--- config.mk ---
export PLATFORM = sky130hd
export DESIGN_NAME = alu_share_arbiter
export DESIGN_NICKNAME = d
export VERILOG_FILES = /design/src/rtl/alu_pkg.sv /design/src/rtl/alu_rr_pick.sv /design/src/rtl/alu_share_arbiter.sv
export SDC_FILE = /design/constraint.sdc
export NUM_CORES = 1
export LEC_CHECK = 0
export ABC_CLOCK_PERIOD_IN_PS = 1310
export BUFFER_PORTS_ARGS = -buffer_cell sky130_fd_sc_hd__buf_2
export CORE_MARGIN = 3
export CORE_UTILIZATION = 40
export DETAILED_ROUTE_END_ITERATION = 8
export MAX_ROUTING_LAYER = met4
export PLACE_DENSITY = 0.79
export RECOVER_POWER = 25
export SYNTH_ARGS = -nofsm -noshare
export SYNTH_HDL_FRONTEND = slang
export SYNTH_SLANG_ARGS = --single-unit
export TNS_END_PERCENT = 100
--- constraint.sdc ---
create_clock -name clk -period 1.31 [get_ports clk]
set_input_delay 0.262 -clock clk [delete_from_list [all_inputs] [get_ports clk]]
set_output_delay 0.262 -clock clk [all_outputs]
set_load 0.02 [all_outputs]
--- src/rtl/alu_pkg.sv ---
// rtl/alu_pkg.sv - ALU function codes, arbiter state type and overflow helper
// Purpose: shared definitions for alu_share_arbiter and its round-robin picker.
// Ports: none (package).
package alu_pkg;

    localparam logic [3:0] AF_ADD     = 4'b0000;
    localparam logic [3:0] AF_ADDU    = 4'b0001;
    localparam logic [3:0] AF_SUB     = 4'b0010;
    localparam logic [3:0] AF_SUBU    = 4'b0011;
    localparam logic [3:0] AF_AND     = 4'b0100;
    localparam logic [3:0] AF_OR      = 4'b0101;
    localparam logic [3:0] AF_XOR     = 4'b0110;
    localparam logic [3:0] AF_NOR_LUI = 4'b0111;
    localparam logic [3:0] AF_SLTU    = 4'b1010;
    localparam logic [3:0] AF_SLT     = 4'b1011;

    typedef enum logic [1:0] {
        ARB_IDLE = 2'd0,
        ARB_EXEC = 2'd1,
        ARB_RESP = 2'd2
    } arb_state_t;

    // Signed overflow from operand/result sign bits; only the signed add/sub codes can overflow.
    function automatic logic signed_ovf(input logic [3:0] af, input logic sa, input logic sb,
                                        input logic sr);
        case (af)
            AF_ADD:  return (sa == sb) && (sr != sa);
            AF_SUB:  return (sa != sb) && (sr != sa);
            default: return 1'b0;
        endcase
    endfunction

endpackage

--- src/rtl/alu_rr_pick.sv ---
// rtl/alu_rr_pick.sv - combinational round-robin picker
// Purpose: grants the lowest-index request at or after ptr, wrapping modulo NREQ.
// Ports:
//   req        in  NREQ  request vector
//   ptr        in  PW    round-robin start index (0..NREQ-1)
//   grant      out NREQ  one-hot grant (0 when nothing requested)
//   any        out 1     at least one request present
//   grant_idx  out PW    index of the granted requester
module alu_rr_pick #(
    parameter int NREQ = 2,
    parameter int PW   = 1
) (
    input  logic [NREQ-1:0] req,
    input  logic [PW-1:0]   ptr,
    output logic [NREQ-1:0] grant,
    output logic            any,
    output logic [PW-1:0]   grant_idx
);

    always_comb begin
        int k;
        k         = 0;
        grant     = '0;
        any       = 1'b0;
        grant_idx = '0;
        for (int n = 0; n < NREQ; n++) begin
            k = int'(ptr) + n;
            if (k >= NREQ) begin
                k = k - NREQ;
            end
            if (!any && req[k]) begin
                any       = 1'b1;
                grant[k]  = 1'b1;
                grant_idx = PW'(k);
            end
        end
    end

endmodule

--- src/rtl/alu_share_arbiter.sv ---
// rtl/alu_share_arbiter.sv - round-robin sharing of one combinational ALU between NREQ requesters
// Purpose: accepts one request at a time, drives the external ALU from latched operands,
//   registers the result (and optionally signed overflow) and returns it to the requester.
// Configuration: define ALU_ARB_OVF_EN to register signed add/sub overflow on rsp_ovf;
//   otherwise rsp_ovf is tied to 0.
// Ports:
//   clk, rst_n                 clock, asynchronous active-low reset
//   req_valid/req_ready        per-requester request handshake (req_ready one-hot pulse)
//   req_a, req_b, req_af, req_i  packed per-requester operands, function code, immediate flag
//   alu_srca/srcb/af/i         latched operands to the ALU
//   alu_res                    ALU result
//   rsp_valid/rsp_ready        per-requester response handshake (rsp_valid one-hot)
//   rsp_data, rsp_ovf          registered result and overflow flag
//   busy                       arbiter is not idle
module alu_share_arbiter
    import alu_pkg::*;
#(
    parameter int NREQ = 2,
    parameter int W    = 32
) (
    input  logic              clk,
    input  logic              rst_n,
    input  logic [NREQ-1:0]   req_valid,
    output logic [NREQ-1:0]   req_ready,
    input  logic [NREQ*W-1:0] req_a,
    input  logic [NREQ*W-1:0] req_b,
    input  logic [NREQ*4-1:0] req_af,
    input  logic [NREQ-1:0]   req_i,
    output logic [W-1:0]      alu_srca,
    output logic [W-1:0]      alu_srcb,
    output logic [3:0]        alu_af,
    output logic              alu_i,
    input  logic [W-1:0]      alu_res,
    output logic [NREQ-1:0]   rsp_valid,
    input  logic [NREQ-1:0]   rsp_ready,
    output logic [W-1:0]      rsp_data,
    output logic              rsp_ovf,
    output logic              busy
);

    localparam int PW = (NREQ > 1) ? $clog2(NREQ) : 1;

    arb_state_t     state_q, state_d;
    logic [PW-1:0]  rr_ptr_q, rr_ptr_d;
    logic [PW-1:0]  owner_q, owner_d;
    logic [W-1:0]   a_q, a_d, b_q, b_d;
    logic [3:0]     af_q, af_d;
    logic           i_q, i_d;
    logic [W-1:0]   rsp_data_q, rsp_data_d;

    logic [NREQ-1:0] grant;
    logic            any;
    logic [PW-1:0]   grant_idx;

    alu_rr_pick #(.NREQ(NREQ), .PW(PW)) u_pick (
        .req       (req_valid),
        .ptr       (rr_ptr_q),
        .grant     (grant),
        .any       (any),
        .grant_idx (grant_idx)
    );

    always_comb begin
        state_d    = state_q;
        rr_ptr_d   = rr_ptr_q;
        owner_d    = owner_q;
        a_d        = a_q;
        b_d        = b_q;
        af_d       = af_q;
        i_d        = i_q;
        rsp_data_d = rsp_data_q;
        req_ready  = '0;
        rsp_valid  = '0;
        case (state_q)
            ARB_IDLE: begin
                if (any) begin
                    req_ready = grant;
                    a_d       = req_a[grant_idx*W +: W];
                    b_d       = req_b[grant_idx*W +: W];
                    af_d      = req_af[grant_idx*4 +: 4];
                    i_d       = req_i[grant_idx];
                    owner_d   = grant_idx;
                    state_d   = ARB_EXEC;
                end
            end
            ARB_EXEC: begin
                rsp_data_d = alu_res;
                state_d    = ARB_RESP;
            end
            ARB_RESP: begin
                rsp_valid[owner_q] = 1'b1;
                // Only the owner's ready bit completes the response.
                if (rsp_ready[owner_q]) begin
                    rr_ptr_d = (owner_q == PW'(NREQ - 1)) ? '0 : owner_q + 1'b1;
                    state_d  = ARB_IDLE;
                end
            end
            default: state_d = ARB_IDLE;
        endcase
    end

    always_ff @(posedge clk or negedge rst_n) begin
        if (!rst_n) begin
            state_q    <= ARB_IDLE;
            rr_ptr_q   <= '0;
            owner_q    <= '0;
            a_q        <= '0;
            b_q        <= '0;
            af_q       <= '0;
            i_q        <= 1'b0;
            rsp_data_q <= '0;
        end else begin
            state_q    <= state_d;
            rr_ptr_q   <= rr_ptr_d;
            owner_q    <= owner_d;
            a_q        <= a_d;
            b_q        <= b_d;
            af_q       <= af_d;
            i_q        <= i_d;
            rsp_data_q <= rsp_data_d;
        end
    end

`ifdef ALU_ARB_OVF_EN
    logic rsp_ovf_q, rsp_ovf_d;

    always_comb begin
        rsp_ovf_d = rsp_ovf_q;
        if (state_q == ARB_EXEC) begin
            rsp_ovf_d = signed_ovf(af_q, a_q[W-1], b_q[W-1], alu_res[W-1]);
        end
    end

    always_ff @(posedge clk or negedge rst_n) begin
        if (!rst_n) begin
            rsp_ovf_q <= 1'b0;
        end else begin
            rsp_ovf_q <= rsp_ovf_d;
        end
    end

    assign rsp_ovf = rsp_ovf_q;
`else
    assign rsp_ovf = 1'b0;
`endif

    // ALU inputs always reflect the latches so they never glitch between operations.
    assign alu_srca = a_q;
    assign alu_srcb = b_q;
    assign alu_af   = af_q;
    assign alu_i    = i_q;
    assign rsp_data = rsp_data_q;
    assign busy     = (state_q != ARB_IDLE);

endmodule

# == Yosys cells after proc, flatten, opt, wreduce, memory -nomap -nowiden ==
# Cells that the tools add are included.
# Widths: inputs -> output; s select.
# totals
register_bits,105
latchBits,0
mem_bits_rw,0
rom_bits,0
inputBits,176
mem_count,0
# classes
add_sub_neg,4
n_mul,0
div,0
magnitude_cmp,9
n_eq_ne,4
shifts,3
n_mux,31
bitwise_logic,1
reduce_logical,10
# op_table
op,n
$shiftx 64x7->32,2
$ge 32x1->1 const B,2
$lt 32x3->1 const B,2
$mux 32,2
$ge 32x3->1 const B,1
$sub 32x3->32 const B,1
$mux 1,18
$mux 2,7
$shiftx 8x4->4,1
$pmux 2 s3,1
$reduce_and 2->1,3
$logic_and 1x1->1,4
$lt 1x2->1 const B,2
$ne 2x2->1 const B,2
$demux 1 s1,3
$sub 1x2->3 const B,1
$add 1x1->2 const B,1
$eq 2x1->1 const B,1
$eq 2x2->1 const B,1
$ge 1x2->1 const B,1
$logic_not 2->1,1
$or 2x2->2,1
$reduce_bool 2->1,1
$add 1x1->1 const B,1
other kinds (2),2

# == Depth between registers and ports, before layout ==
# Gate-level depths: netlist of run 1.
# depth
depth_word,11
mapped_depth,7

# == Modules after synthesis ==
# A second synthesis of run 1 with hierarchy kept.
# unflattened
hier_cells,317
hier_area_um2,5487.8
# modules_own_cells
module,instances,cells_per_inst,area_each_um2,seq_area_each_um2
alu_share_arbiter,1,312,5455.2,2627.5
alu_rr_pick,1,5,32.5,0.0

# == Worst setup path before layout of run 1 ==
# OpenSTA, ideal clock, no wires.
# synth_timing
path_kind,register to output
startpoint,register state_q[1]
endpoint,output port req_ready[0]
arrival_ns,1.205
slack_ns,-0.157
stages_incl_launch_ff,4
n_path_buf,1
path_cell_list,dfrtp_1 -> nor2_2 -> buf_2 -> and3_1
# synth_via
elab_chain_len,2
# synth_rtl
item,line,source
from (decl),alu_share_arbiter.sv:43,"arb_state_t state_q, state_d;"
from (signal assigned),alu_share_arbiter.sv:113,state_q <= state_d;
$logic_not 2->1,alu_share_arbiter.sv:74,case (state_q)
$mux 2,alu_share_arbiter.sv:74,
to (decl),alu_share_arbiter.sv:24,"output logic [NREQ-1:0] req_ready,"
# Every way passes these cells.

# == Final worst setup path of run 1 ==
# layout_timing
startpoint,register state_q[0]
endpoint,"register b_q[18], in the netlist alu_srcb[18]"
# layout_via
elab_chain_len,2
# layout_rtl
item,line,source
$logic_not 2->1,alu_share_arbiter.sv:74,
$reduce_and 2->1 (no line),-,
to (signal assigned),alu_share_arbiter.sv:108,b_q <= '0;
to (signal assigned),alu_share_arbiter.sv:117,b_q <= b_d;
to (decl),alu_share_arbiter.sv:46,"logic [W-1:0] a_q, a_d, b_q, b_d;"
# Every way passes these cells.
# A chain may end at the register's enable or synchronous reset.

==> results.toml, run 1 <==
[run_status]
status = "finished with violations"
violations = "setup timing"

[timing]
hold_viol = 0
finalSetupViolCount = 107
slew_violations = 0
rsz0062_at_grt = "yes"
fin_skew_ps = 12.36
setup_ws_ps = -250.2
slew_headroom_pct = 48.98
whs_ps = 151.2
finalCritPeriodShare_pct = 119.1
layout_min_cycle_time_ps = 1560
worstMarginPinSlew_ps = 765.3
fin_setup_tns_ps = -16840
fmax_mhz = 641.0

[global_route]
grt_pass1_vias = 4911
antenna_found_initial = 0
grt-ovfl-total = 0
grt.total_usage_pct = 23.68
grt_max_degree = 62
grt_pass1_wl_microns = 24690

[detailed_routing]
drt-initial-drc-count = 370
drc = 0
viasPerCell = 5.721
antenna_left = 0
wirelength_microns = 17170
num_vias = 5275
avgRoutedWirePerCell_microns = 18.62
drt_pass1_iterations = 5

[worst_setup_path]
reg2reg_from = "state_q[0]"
rr_worst_depth = 7
required_ps = 1510
end_kind = "register"
path_class = "reg -> reg"
r2r_end = "alu_srcb[18]"
worstSetupStartpointType = "register"
path_max_fanout = 6
arrival_ps = 1760
r2r_setup_slack_ps = -250

[die]
die-area_sq_um = 13640
fp-row-count = 39
die_w_microns = 116.8
dieHeight_microns = 116.8
start_util_pct = 41.91
pin_count = 283
core_sq_um = 11710

[placement]
post-dp-hpwl_microns = 11560
gp_congestion = 0.8116
placedCellCount = 888
port_buffers = 281

[yosys]
synth_cell_types = 23
yosys.area.top_type = "dfrtp_1"
yosys_register_bits = 105
synth_edf_count = 0
postSynthAreaPerCell_sq_um = 9.876
ys_seq_area_share_pct = 53.53
yosysTopAreaCellShare_pct = 53.53
ys.warnings.count = 0
synth_nets = 673
synth_area_leaders = "dfrtp_1, a31oi_1, mux2_2"
synthCells = 497
async_flop_share_pct = 100.0
syn_area_sq_um = 4908
synthFlopType = "dfrtp_1"

[clock_network]
root_buffer = "clkbuf_16"
cts_tree = "built"
clock_path_buffers = 2
cts_made_buffers = 9
worstSkewPairLatency_ps = 340
cts.clk_slew.worst_paths_ps = 70
h-tree-depth = 3
cts.sinks = 105

[pwr]
p_leak_nw = 3.386
finalPower_w = 0.01890
p_per_area_nw_per_um2 = 2563
ir_drop_uv = 1066

[final_layout]
synthToLayoutAreaGrowth_pct = 50.24
n_antenna_cell = 0
drive_gt1_share_pct = 52.25
nets = 950
layout.cells.non_filler = 922
final_core_util_pct = 62.97

[worst_hold_path]
min_to = "rsp_data[8]"
hold-path-cell-count = 2
hp-start = "alu_res[8]"
hold_class = "in -> reg"

[flow_run]
drv_cap = 0
[critical path, cell delays in order (launching register included)]
cell and delay, ps:
dfrtp_1 410, nor2_4 160, inv_2 70, buf_4 140
nor2_4 220, buf_12 200, buf_12 140, a31oi_1 90
[synthesized netlist by cell type (3+ instances only)]
cell	number
a21oi_1	60
a21oi_2	10
a31oi_1	70
buf_2	27
buf_6	3
clkbuf_1	24
dfrtp_1	105
inv_1	3
mux2_2	32
nand2b_1	3
nand3_1	69
nor2_1	4
o21ai_0	67
o21ai_1	7
[sequential cells by signal, indices dropped and copies added, names as in the netlist]
| name | flops |
|---|---|
| alu_srca | 32 |
| alu_srcb | 32 |
| rsp_data | 32 |
| alu_af | 4 |
| state_q | 2 |
| alu_i | 1 |
| owner_q | 1 |
| rr_ptr_q | 1 |
[placed cells by master, fill, tap and decap left out, types with 10 or more instances in the layout]
| cell | instances |
|---|---|
| buf_2 | 276 |
| dfrtp_1 | 104 |
| nand3_1 | 69 |
| o21ai_0 | 67 |
| a21oi_1 | 60 |
| a31oi_1 | 57 |
| mux2_2 | 32 |
| buf_12 | 14 |
| buf_4 | 14 |
| clkbuf_16 | 13 |
| a21oi_2 | 10 |
[power breakdown]
part | switching (W) | internal (W) | total [W]
clock network | 0.00124 | 0.00130 | 0.00254
logic | 0.00596 | 0.00453 | 0.0105
registers | 0.000956 | 0.00491 | 0.00587
total | 0.00815 | 0.0107 | 0.0189
[routing by layer]
layer	GRT usage (%)	vias to the layer above	share of wire (%)
met2	39.67	311	50
met1	29.17	2521	39
met3	3.650	39	8.6
li1	-	2404	-
met5	-	-	0
met4	8.486	0	2.5
[cells by family (layout without fill, tap and decap cells)]
kind of cell / Yosys count / after routing / share of synthesized area [%]
DFF: 105 / 105 / 53.53
buffers and inverters: 61 / 343 / 5.990
muxes: 32 / 32 / 7.341
and+or+nand+nor: 84 / 84 / 8.692
AOI/OAI and AO/OA: 214 / 214 / 24.37
other: 1 / 1 / 0.07640
[through the flow]
stage | setup WS, ps | cell area (sq um)
6_report | -250.2 | 7375
5_1_grt | -323.7 | 7375
4_1_cts | -246.3 | 7229
3_5_place_dp | -27.25 | 6599
3_3_place_gp | 17.53 | 6599
2_1_floorplan | -12.85 | 4925
[worst max path at each step]
stage | start | end | slack, ps
3_3_place_gp | req_valid[0] | alu_srca[10] | 20
3_5_place_dp | req_valid[1] | alu_srcb[1] | -30
2_1_floorplan | state_q[1] | rsp_data[10] | -10
5_1_grt | state_q[0] | alu_srcb[18] | -320
4_1_cts | state_q[0] | req_ready[1] | -250
6_report | state_q[0] | alu_srcb[18] | -250
[layout make-up]
cell class	count	area, sq um
Clock inverter	7	51.30
Sequential cell	105	2629
Timing Repair Buffer	323	2092
Fill cell	979	4337
Inverter	4	15.01
Clock buffer	9	225.2
Tap cell	143	178.9
Multi-Input combinational cell	331	2183
[repair_timing]
item / 4_1_cts / 5_1_grt
setup buffers: 8 / 2
pin swaps: 4 / 1
gates cloned: 6 / 4
hold buffers: 1 / 0
setup endpoints to repair: 43 / 107
hold endpoints to repair: 105 / 0
resized for setup: 25 / 19
Note: power is estimated with default switching activity, not from simulation.
==> run 2, diff against run 1 <==
--- a/config.mk
+++ b/config.mk
@@ -16,4 +16,4 @@
 export SYNTH_ARGS = -nofsm -noshare
 export SYNTH_HDL_FRONTEND = slang
 export SYNTH_SLANG_ARGS = --single-unit
-export TNS_END_PERCENT = 100
+export TNS_END_PERCENT = 50
==> run 2 against run 1 <==
- the flow still finishes with violations (setup timing)
- via count hardly changed
- die area stayed put
- flip-flop and latch count stayed put
- combinational power hardly changed
- sequential share of layout area is 0.14 points higher
- clock-buffer cell count stayed put
- worst hold slack better by 1.5 ps
- global-route usage is 0.32 points lower
- critical path type is now reg -> out
- critical endpoint is now rsp_valid[0]
- largest power group unchanged
==> results.toml, run 2 (same netlist as run 1, synthesis figures left out) <==
[die]
start_util_pct = 41.91
dieHeight_microns = 116.8
die-area_sq_um = 13640
fp-row-count = 39
core_sq_um = 11710
pin_count = 283
die_w_microns = 116.8

[pwr]
clkPwrFrac_pct = 13.5
switchingPower_w = 0.008105
finalPower_w = 0.01877
intPower_w = 0.01067
p_leak_nw = 3.383
power_frac_comb_pct = 55.2
p_per_area_nw_per_um2 = 2556
p_sw_share_pct = 43.17
ir_drop_uv = 1057
seq_power_share_pct = 31.2

[detailed_routing]
num_vias = 5278
avgRoutedWirePerCell_microns = 18.36
drc = 0
antenna_left = 0
routedLengthMet1_microns = 6581
drt-initial-drc-count = 458
top_layer = "met4"
wl_met3_microns = 1443
viasPerCell = 5.712
wirelength_microns = 16970
dr_wl_met2_microns = 8553
drt_pass1_iterations = 5

[clock_network]
root_buffer = "clkbuf_16"
cts.clk_slew.worst_paths_ps = 80
clock_path_buffers = 2
h-tree-depth = 3
cts_made_buffers = 9
cts.sinks = 105
cts_tree = "built"
worstSkewPairLatency_ps = 340

[worst_setup_path]
path_common_cell = "buf_4"
path_max_fanout = 3
cp_top_family = "flip-flops"
worst-path-buf-inv = 2
end_kind = "output port"
path_class = "reg -> out"
arrival_ps = 1290
max_stage_delay_ps = 410
worstSetupStartpointType = "register"
crit_path_top_delay_cell = "dfrtp_1"
crit_chain = "buf_4 > nand2b_4 > nor2_2 > buf_4"
required_ps = 1050

[timing]
finalCritPeriodShare_pct = 118.5
hold_viol = 0
fin_setup_tns_ps = -13590
setup_ws_ps = -242.6
layout_min_cycle_time_ps = 1553
slew_violations = 0
worstMarginPinSlew_ps = 763.3
finalSetupViolCount = 107
rsz0062_at_grt = "yes"
slew_headroom_pct = 49.11
fin_skew_ps = 10.46
fmax_mhz = 644.1

[global_route]
grt-ovfl-total = 0
antenna_found_initial = 0
grt_pass1_wl_microns = 24400
grt_pass1_vias = 4904
grt_max_degree = 62
grt.total_usage_pct = 23.36

[worst_hold_path]
hold_class = "in -> reg"

[run_status]
violations = "setup timing"
status = "finished with violations"

[placement]
placedCellCount = 888
gp_congestion = 0.8116
port_buffers = 281
post-dp-hpwl_microns = 11560

[final_layout]
nets = 952
drive_gt1_share_pct = 52.11
n_antenna_cell = 0
synthToLayoutAreaGrowth_pct = 49.66
layout.cells.non_filler = 924
final_cell_mix = "buf_2, dfrtp_1, nand3_1, o21ai_0, a21oi_1"
final_common_cell = "buf_2"

[flow_run]
drv_cap = 0
==> run 2: cell types whose count changed in the layout (fill, tap and decap cells not counted), sizes merged <==
| cell | previous run | this run |
|---|---|---|
| buf | 316 | 319 |
| clkbuf | 15 | 14 |
==> run 2: power by group through the flow <==
stage / Sequential, W / Clock (W) / Combinational (W)
3_3_place_gp: 0.00582 / 0 / 0.00871
4_1_cts: 0.00585 / 0.00258 / 0.00978
5_1_grt: 0.00606 / 0.00271 / 0.0111
6_report: 0.00586 / 0.00254 / 0.0104
3_5_place_dp: 0.00589 / 0 / 0.00884
2_1_floorplan: 0.00779 / 0 / 0.00352
==> run 2: worst paths after layout <==
kind                           endpoint  cells after the start  slack, ps    startpoint
setup / recovery           rsp_valid[0]                      4       -240    state_q[0]
hold / removal              rsp_data[8]                      2        150    alu_res[8]
setup reg to reg           alu_srcb[19]                      8       -220    state_q[0]
hold reg to reg            rsp_data[12]                      1        500  rsp_data[12]
max in group asynchronous  rsp_data[30]                      3        140         rst_n
min in group asynchronous  alu_srcb[29]                      3        610         rst_n
==> run 2: cell type report <==
type | count | area, sq um
inverter | 4 | 15.01
multi-input combinational | 331 | 2182
clock inverter | 7 | 51.30
clock buffer | 9 | 225.2
timing repair buffer | 325 | 2064
sequential | 105 | 2629
fill | 999 | 4365
tap | 143 | 178.9
==> run 2: layer usage <==
metal / vias to the layer above / track usage (%)
met3: 35 / 3.599
met1: 2526 / 28.40
met4: 0 / 9.098
li1: 2404 / -
met5: - / -
met2: 313 / 39.21
==> run 2: what timing repair did <==
action	4_1_cts	5_1_grt
setup buffers	7	7
pin swaps	5	1
gates resized for setup	21	27
endpoints found under the hold margin	105	0
cloned	4	4
hold buffers	1	0
setup endpoints to repair	43	106
==> run 2: through the flow <==
step                      util, %  instance area [sq um]  setup slack (ps)  hold WS (ps)
after detailed placement    56.35                   6599            -27.25         273.2
after floorplan                 -                   4925            -12.85        -33.59
final                       62.72                   7346            -242.6         152.7
after global routing        62.72                   7346            -305.6         146.5
after global placement      56.35                   6599             17.53         269.0
after CTS                   61.13                   7159            -246.3         139.9
